--- src/rtl/bp_predec_queue_if.sv ---
// Handshake bundle between the fetch response path, the pre-decode queue and the
// branch predictor. The master side drives fetch words and consumes records.
interface bp_predec_queue_if #(
  parameter int RISCV_ARCH = 64,
  parameter int DEPTH      = 4
);
  localparam int CW = $clog2(DEPTH) + 1;

  logic                  i_flush;
  logic                  i_resp_valid;
  logic                  o_resp_ready;
  logic [RISCV_ARCH-1:0] i_resp_addr;
  logic [31:0]           i_resp_data;
  logic                  o_pd_valid;
  logic                  i_pd_ready;
  logic                  o_pd_c_valid;
  logic [RISCV_ARCH-1:0] o_pd_addr;
  logic [31:0]           o_pd_data;
  logic                  o_pd_jmp;
  logic [RISCV_ARCH-1:0] o_pd_pc;
  logic [RISCV_ARCH-1:0] o_pd_npc;
  logic [CW-1:0]         o_count;

  modport master (
    output i_flush, i_resp_valid, i_resp_addr, i_resp_data, i_pd_ready,
    input  o_resp_ready, o_pd_valid, o_pd_c_valid, o_pd_addr, o_pd_data,
           o_pd_jmp, o_pd_pc, o_pd_npc, o_count
  );

  modport slave (
    input  i_flush, i_resp_valid, i_resp_addr, i_resp_data, i_pd_ready,
    output o_resp_ready, o_pd_valid, o_pd_c_valid, o_pd_addr, o_pd_data,
           o_pd_jmp, o_pd_pc, o_pd_npc, o_count
  );
endinterface

--- src/rtl/bp_predec_queue.sv ---
// Pre-decodes fetched instruction words (compressed flag, static jump prediction,
// next pc) and buffers the records in a small FIFO drained by the branch predictor.
module bp_predec_queue #(
  parameter int RISCV_ARCH = 64,
  parameter int DEPTH      = 4
) (
  input logic              i_clk,
  input logic              i_rst,
  bp_predec_queue_if.slave bus
);
  localparam int PW = $clog2(DEPTH);
  localparam int CW = PW + 1;
  localparam int A  = RISCV_ARCH;

  typedef struct packed {
    logic          c_valid;
    logic          jmp;
    logic [A-1:0]  addr;
    logic [31:0]   data;
    logic [A-1:0]  npc;
  } entry_t;

  entry_t        mem [DEPTH];
  entry_t        dec;
  entry_t        head;
  logic [PW-1:0] wr_ptr;
  logic [PW-1:0] rd_ptr;
  logic [CW-1:0] count;
  logic          push;
  logic          pop;

  logic [31:0]   d;
  logic [A-1:0]  imm_j;
  logic [A-1:0]  imm_b;
  logic [A-1:0]  imm_cj;
  logic [A-1:0]  imm_cb;

  assign d      = bus.i_resp_data;
  assign imm_j  = {{(A-21){d[31]}}, d[31], d[19:12], d[20], d[30:21], 1'b0};
  assign imm_b  = {{(A-13){d[31]}}, d[31], d[7], d[30:25], d[11:8], 1'b0};
  assign imm_cj = {{(A-12){d[12]}}, d[12], d[8], d[10:9], d[6], d[7], d[2], d[11], d[5:3], 1'b0};
  assign imm_cb = {{(A-9){d[12]}}, d[12], d[6:5], d[2], d[11:10], d[4:3], 1'b0};

  // Static prediction: unconditional jumps and backward branches are taken.
  always_comb begin
    dec         = '0;
    dec.addr    = bus.i_resp_addr;
    dec.data    = d;
    dec.c_valid = (d[1:0] != 2'b11);
    dec.jmp     = 1'b0;
    dec.npc     = bus.i_resp_addr + (dec.c_valid ? A'(2) : A'(4));
    if (!dec.c_valid) begin
      if (d[6:0] == 7'b1101111) begin
        dec.jmp = 1'b1;
        dec.npc = bus.i_resp_addr + imm_j;
      end else if (d[6:0] == 7'b1100011 && d[31]) begin
        dec.jmp = 1'b1;
        dec.npc = bus.i_resp_addr + imm_b;
      end
    end else if (d[1:0] == 2'b01) begin
      if (d[15:13] == 3'b101) begin
        dec.jmp = 1'b1;
        dec.npc = bus.i_resp_addr + imm_cj;
      end else if (d[15:14] == 2'b11 && d[12]) begin
        dec.jmp = 1'b1;
        dec.npc = bus.i_resp_addr + imm_cb;
      end
    end
  end

  assign bus.o_resp_ready = (count < CW'(DEPTH)) && !bus.i_flush;
  assign bus.o_pd_valid   = (count != '0);
  assign push             = bus.i_resp_valid && bus.o_resp_ready;
  assign pop              = bus.o_pd_valid && bus.i_pd_ready && !bus.i_flush;

  assign head             = mem[rd_ptr];
  assign bus.o_pd_c_valid = head.c_valid;
  assign bus.o_pd_jmp     = head.jmp;
  assign bus.o_pd_addr    = head.addr;
  assign bus.o_pd_pc      = head.addr;
  assign bus.o_pd_data    = head.data;
  assign bus.o_pd_npc     = head.npc;
  assign bus.o_count      = count;

  // Flush only rewinds pointers; stale entries are unreachable once count is zero.
  always_ff @(posedge i_clk) begin
    if (i_rst) begin
      wr_ptr <= '0;
      rd_ptr <= '0;
      count  <= '0;
      for (int i = 0; i < DEPTH; i++) begin
        mem[i] <= '0;
      end
    end else if (bus.i_flush) begin
      wr_ptr <= '0;
      rd_ptr <= '0;
      count  <= '0;
    end else begin
      if (push) begin
        mem[wr_ptr] <= dec;
        wr_ptr      <= wr_ptr + PW'(1);
      end
      if (pop) begin
        rd_ptr <= rd_ptr + PW'(1);
      end
      case ({push, pop})
        2'b10:   count <= count + CW'(1);
        2'b01:   count <= count - CW'(1);
        default: count <= count;
      endcase
    end
  end
endmodule

--- src/flat_wrapper.sv ---
// flat-port wrapper written by rule: the top's interface ports become plain ports
module bp_predec_queue_flat 
#(
  parameter int RISCV_ARCH = 64,
  parameter int DEPTH      = 4
)
  (i_clk, i_rst, bus_i_flush, bus_i_resp_valid, bus_i_resp_addr, bus_i_resp_data, bus_i_pd_ready, bus_o_resp_ready, bus_o_pd_valid, bus_o_pd_c_valid, bus_o_pd_addr, bus_o_pd_data, bus_o_pd_jmp, bus_o_pd_pc, bus_o_pd_npc, bus_o_count);
  bp_predec_queue_if #(.RISCV_ARCH(RISCV_ARCH), .DEPTH(DEPTH)) bus_i ();
  input logic i_clk;
  input logic i_rst;
  input wire logic [$bits(bus_i.i_flush)-1:0] bus_i_flush;
  input wire logic [$bits(bus_i.i_resp_valid)-1:0] bus_i_resp_valid;
  input wire logic [$bits(bus_i.i_resp_addr)-1:0] bus_i_resp_addr;
  input wire logic [$bits(bus_i.i_resp_data)-1:0] bus_i_resp_data;
  input wire logic [$bits(bus_i.i_pd_ready)-1:0] bus_i_pd_ready;
  output wire logic [$bits(bus_i.o_resp_ready)-1:0] bus_o_resp_ready;
  output wire logic [$bits(bus_i.o_pd_valid)-1:0] bus_o_pd_valid;
  output wire logic [$bits(bus_i.o_pd_c_valid)-1:0] bus_o_pd_c_valid;
  output wire logic [$bits(bus_i.o_pd_addr)-1:0] bus_o_pd_addr;
  output wire logic [$bits(bus_i.o_pd_data)-1:0] bus_o_pd_data;
  output wire logic [$bits(bus_i.o_pd_jmp)-1:0] bus_o_pd_jmp;
  output wire logic [$bits(bus_i.o_pd_pc)-1:0] bus_o_pd_pc;
  output wire logic [$bits(bus_i.o_pd_npc)-1:0] bus_o_pd_npc;
  output wire logic [$bits(bus_i.o_count)-1:0] bus_o_count;
  assign bus_i.i_flush = bus_i_flush;
  assign bus_i.i_resp_valid = bus_i_resp_valid;
  assign bus_i.i_resp_addr = bus_i_resp_addr;
  assign bus_i.i_resp_data = bus_i_resp_data;
  assign bus_i.i_pd_ready = bus_i_pd_ready;
  assign bus_o_resp_ready = bus_i.o_resp_ready;
  assign bus_o_pd_valid = bus_i.o_pd_valid;
  assign bus_o_pd_c_valid = bus_i.o_pd_c_valid;
  assign bus_o_pd_addr = bus_i.o_pd_addr;
  assign bus_o_pd_data = bus_i.o_pd_data;
  assign bus_o_pd_jmp = bus_i.o_pd_jmp;
  assign bus_o_pd_pc = bus_i.o_pd_pc;
  assign bus_o_pd_npc = bus_i.o_pd_npc;
  assign bus_o_count = bus_i.o_count;
  bp_predec_queue #(.RISCV_ARCH(RISCV_ARCH), .DEPTH(DEPTH)) u_core (.i_clk(i_clk), .i_rst(i_rst), .bus(bus_i));
endmodule
--- config.mk ---
export PLATFORM = sky130hd
export DESIGN_NAME = bp_predec_queue_flat
export DESIGN_NICKNAME = d
export VERILOG_FILES = /design/src/rtl/bp_predec_queue_if.sv /design/src/rtl/bp_predec_queue.sv /design/src/flat_wrapper.sv
export SDC_FILE = /design/constraint.sdc
export NUM_CORES = 2
export LEC_CHECK = 0
export ABC_CLOCK_PERIOD_IN_PS = 8730
export CORE_MARGIN = 8
export CORE_UTILIZATION = 35
export CTS_CLUSTER_DIAMETER = 80
export DETAILED_ROUTE_END_ITERATION = 8
export REMOVE_ABC_BUFFERS = 1
export SETUP_SLACK_MARGIN = 0.3
export SYNTH_ARGS = -nofsm -noshare
export SYNTH_HDL_FRONTEND = slang
export SYNTH_SLANG_ARGS = --single-unit
--- constraint.sdc ---
create_clock -name i_clk -period 8.73 [get_ports i_clk]
set_clock_uncertainty 0.15 [all_clocks]
set_input_delay 2.1825 -clock i_clk [delete_from_list [all_inputs] [get_ports i_clk]]
set_output_delay 2.1825 -clock i_clk [all_outputs]
set_load 0.01 [all_outputs]
==> out/metrics.csv <==
stage,metric,value,unit
outcome,run_status,completed,
logic_synthesis,yosys.area.top_type_share,44.3,%
grt,grt_pass1_wl,274000,um
worst_setup_path,r2r_setup_slack,5.22,ns
clock_tree,post_cts_resize_count,0,
power,peakVddDrop,131,uV
hold_path,hp-start,u_core.rd_ptr[1]$_SDFFE_PP0P_,
routing,routed_wirelength,192000,um
placement,portBuffers,331,
power,p_leak,18.8,nW
clock_tree,cts_setup_buffers,0,
worst_setup_path,worstReg2RegStart,u_core.bus.o_count[2]$_SDFFE_PP0P_,
logic_synthesis,synth-simple-area-share,17.3,%
logic_synthesis,synth_cell_types,88,
sta,setup_ws,1.64,ns
routing,remaining_drc_errors,0,
clock_tree,holdBufCountCts,0,
logic_synthesis,muxShareOfSynthArea,8.76,%
clock_tree,cts_tree,built,
floorplanning,coreArea,124000,um2
layout,area_growth,16.9,%
worst_setup_path,cp.required,8.95,ns
sta,rsz0062_at_grt,no,
worst_setup_path,rr_worst_depth,12,
logic_synthesis,synth_fa_ha_area_share,4.36,%
logic_synthesis,postSynthCellCount,4460,
logic_synthesis,post-synth-top-area-cell,edfxtp_1,
placement,dpl.hpwl,143000,um
clock_tree,cts_htree_levels,3,
worst_setup_path,r2r_end,u_core.mem[0][55]$_SDFFCE_PN0P_,
logic_synthesis,synthTopCellsByArea,"edfxtp_1, mux4_2, nor2_1, a21oi_1, ha_1",
sta,hold_viol_final,0,
sta,fin_crit_sh,81.2,%
logic_synthesis,synthXorXnorAreaFrac,3.03,%
power,power_density,168,nW/um2
clock_tree,clk_latency,0.66,ns
sta,slew_violations,0,
sta,finalSetupViolCount,0,
logic_synthesis,synth_warnings,0,
grt,grt_remaining_overflow,0,
clock_tree,cts_buffers,75,
logic_synthesis,synth_flop_cell,edfxtp_1,
layout,final_nets,4902,
worst_setup_path,worstPathMaxFanout,9,
floorplanning,start_util,35.3,%
grt,grt_max_degree,94,
sta,whs,0.376,ns
flow_run,maxCapViolCount,0,
routing,ant_nets,0,
logic_synthesis,yosysSeqAreaShare,44.7,%
clock_tree,clk_pin_slew,0.06,ns
worst_setup_path,cp-end-kind,flop,
floorplanning,dieArea,136000,um2
sta,tightest_slew,1.26,ns
logic_synthesis,synth_compound_area_share,16.6,%
logic_synthesis,syn_area,43600,um2
worst_setup_path,start_kind,primary input,
layout,fillers,12089,
clock_tree,clockBufferDepth,3,
layout,regArea,19500,um2
grt,grt_pass1_vias,37600,
layout,layout_commonest_cell,edfxtp_1,
hold_path,whs_endpoint,u_core.rd_ptr[1]$_SDFFE_PP0P_,
clock_tree,clock_sinks,653,
placement,gp_congestion,1.08,
logic_synthesis,synthArstFlopShare,0,%
routing,wl_per_cell,30.2,um
layout,instances_no_fill,6350,
sta,relSlewSlack,15.6,%
hold_path,worstHoldPathCells,2,
grt,antenna_found_initial,3,
layout,layout-drive-gt1-share,10.0,%
placement,detailedPlace.worstSlack,1.19,ns
routing,viasPerCell,6.16,
worst_setup_path,arrival,7.31,ns
routing,drtIter0Drc,4915,
floorplanning,rows,129,
floorplanning,die_y,369,um
worst_setup_path,critPathKind,in2reg,
logic_synthesis,synth_top_family_by_area,simple AND/OR/NAND/NOR gates,
logic_synthesis,syn_avg_cell_area,9.78,um2
routing,dr.pass1.iters,8,
clock_tree,root_buffer,clkbuf_16,
logic_synthesis,synth_edf_count,644,
floorplanning,pin_count,332,
sta,fmax,141,MHz
layout,final_cell_mix,"edfxtp_1, nor2_1, nand2_1",
grt,grt.total_usage,26.9,%
layout,multiInputGateArea,22000,um2
floorplanning,die_width,369,um
placement,placed_cells,6212,
hold_path,hp-class,reg2reg,
sta,period_needed,7.09,ns
routing,via_count,39136,
logic_synthesis,synth-seq-cells,653,
## kinds of logic (layout without fill, tap and decap cells)
logic type,after synthesis,after routing
simple gates,1643,1643
compound gates,1151,1151
flops,653,653
buf+inv,534,783
mux,180,180
xor+xnor,150,150
fa+ha+maj,149,149
other cells,0,4
## layer usage
metal	share of wire (%)	wire [um]	GRT usage, %
met5	0	0	0
met2	45	85900	42.0
met3	9.5	18200	6.00
met4	4.7	8970	10.8
met1	41	78900	36.3
## flip-flops by register name, summed over array words and instances, names as in the netlist, named ones only
name                flops
u_core.bus.o_count      3
u_core.mem            644
u_core.rd_ptr           2
u_core.wr_ptr           2
## synth_stat cells, types with 23 or more instances
library cell,instances
inv_1,178
nor2_1,640
a21o_1,49
and4_1,27
o21a_1,27
o211ai_1,48
edfxtp_1,644
clkbuf_1,243
buf_1,38
a221oi_1,24
o21ai_0,281
nand2_1,422
xor2_1,71
and2_1,41
nand3_1,76
mux4_2,161
o31ai_1,23
nor4_1,24
a22oi_1,24
o21bai_1,24
xnor2_1,78
buf_4,65
a211oi_1,46
o22ai_1,29
a21oi_1,368
o221ai_1,29
a31oi_1,28
nor3_1,92
nand4_1,100
ha_1,144
and3_1,121
## worst max path at each step
stage / from / end / depth (start not counted)
CTS: bus_i_resp_data[8] / u_core.mem[0][57]$_SDFFCE_PN0P_ / 14
global route: bus_i_resp_addr[4] / u_core.mem[0][57]$_SDFFCE_PN0P_ / 13
global placement: bus_i_resp_addr[10] / u_core.mem[0][57]$_SDFFCE_PN0P_ / 13
detailed placement: bus_i_resp_data[8] / u_core.mem[0][57]$_SDFFCE_PN0P_ / 14
finish: bus_i_resp_data[8] / u_core.mem[0][57]$_SDFFCE_PN0P_ / 14
floorplan: bus_i_flush / u_core.mem[0][0]$_SDFFCE_PN0P_ / 5
## area by class of cell
class                   count  share of cell area (%)
multi-input cells        3273                    43.0
repair buffers            470                    8.76
inverters                 179                    1.32
clock buffers              94                    3.94
well taps                1637                    4.01
diodes                      4                  0.0196
clock inverters            40                   0.623
flip-flops and latches    653                    38.3
## worst max-delay path: stages
cell and delay, ns:
clkdlybuf4s50_1 0.64, ha_1 0.36, fa_1 0.44, nand3_1 0.20, a211oi_1 0.21, nor4bb_1 1.02
o21ai_1 0.10, buf_4 0.24, a21oi_1 0.30, o21ai_0 0.29, xor2_1 0.23, a221o_1 0.36
o21ai_0 0.60, nor2_1 0.12
## stage by stage
| stage | total power [mW] | cell area, um2 | TNS (ns) | util, % |
|---|---|---|---|---|
| floorplan | 4.70 | 42000 | -3888.99 | - |
| global placement | 5.57 | 48700 | 0 | 39.4 |
| detailed placement | 5.56 | 48700 | 0 | 39.4 |
| CTS | 8.57 | 51000 | 0 | 41.3 |
| global route | 8.84 | 51000 | 0 | 41.3 |
| finish | 8.57 | 51000 | 0 | 41.3 |
## report_power, final
part	leakage, nW	switching (mW)	internal (mW)	total [mW]
Clock	1.15	1.31	1.71	3.02
Sequential	6.75	0.0358	3.59	3.62
Combinational	10.9	1.29	0.636	1.93
(Power assumes the default switching activity.)
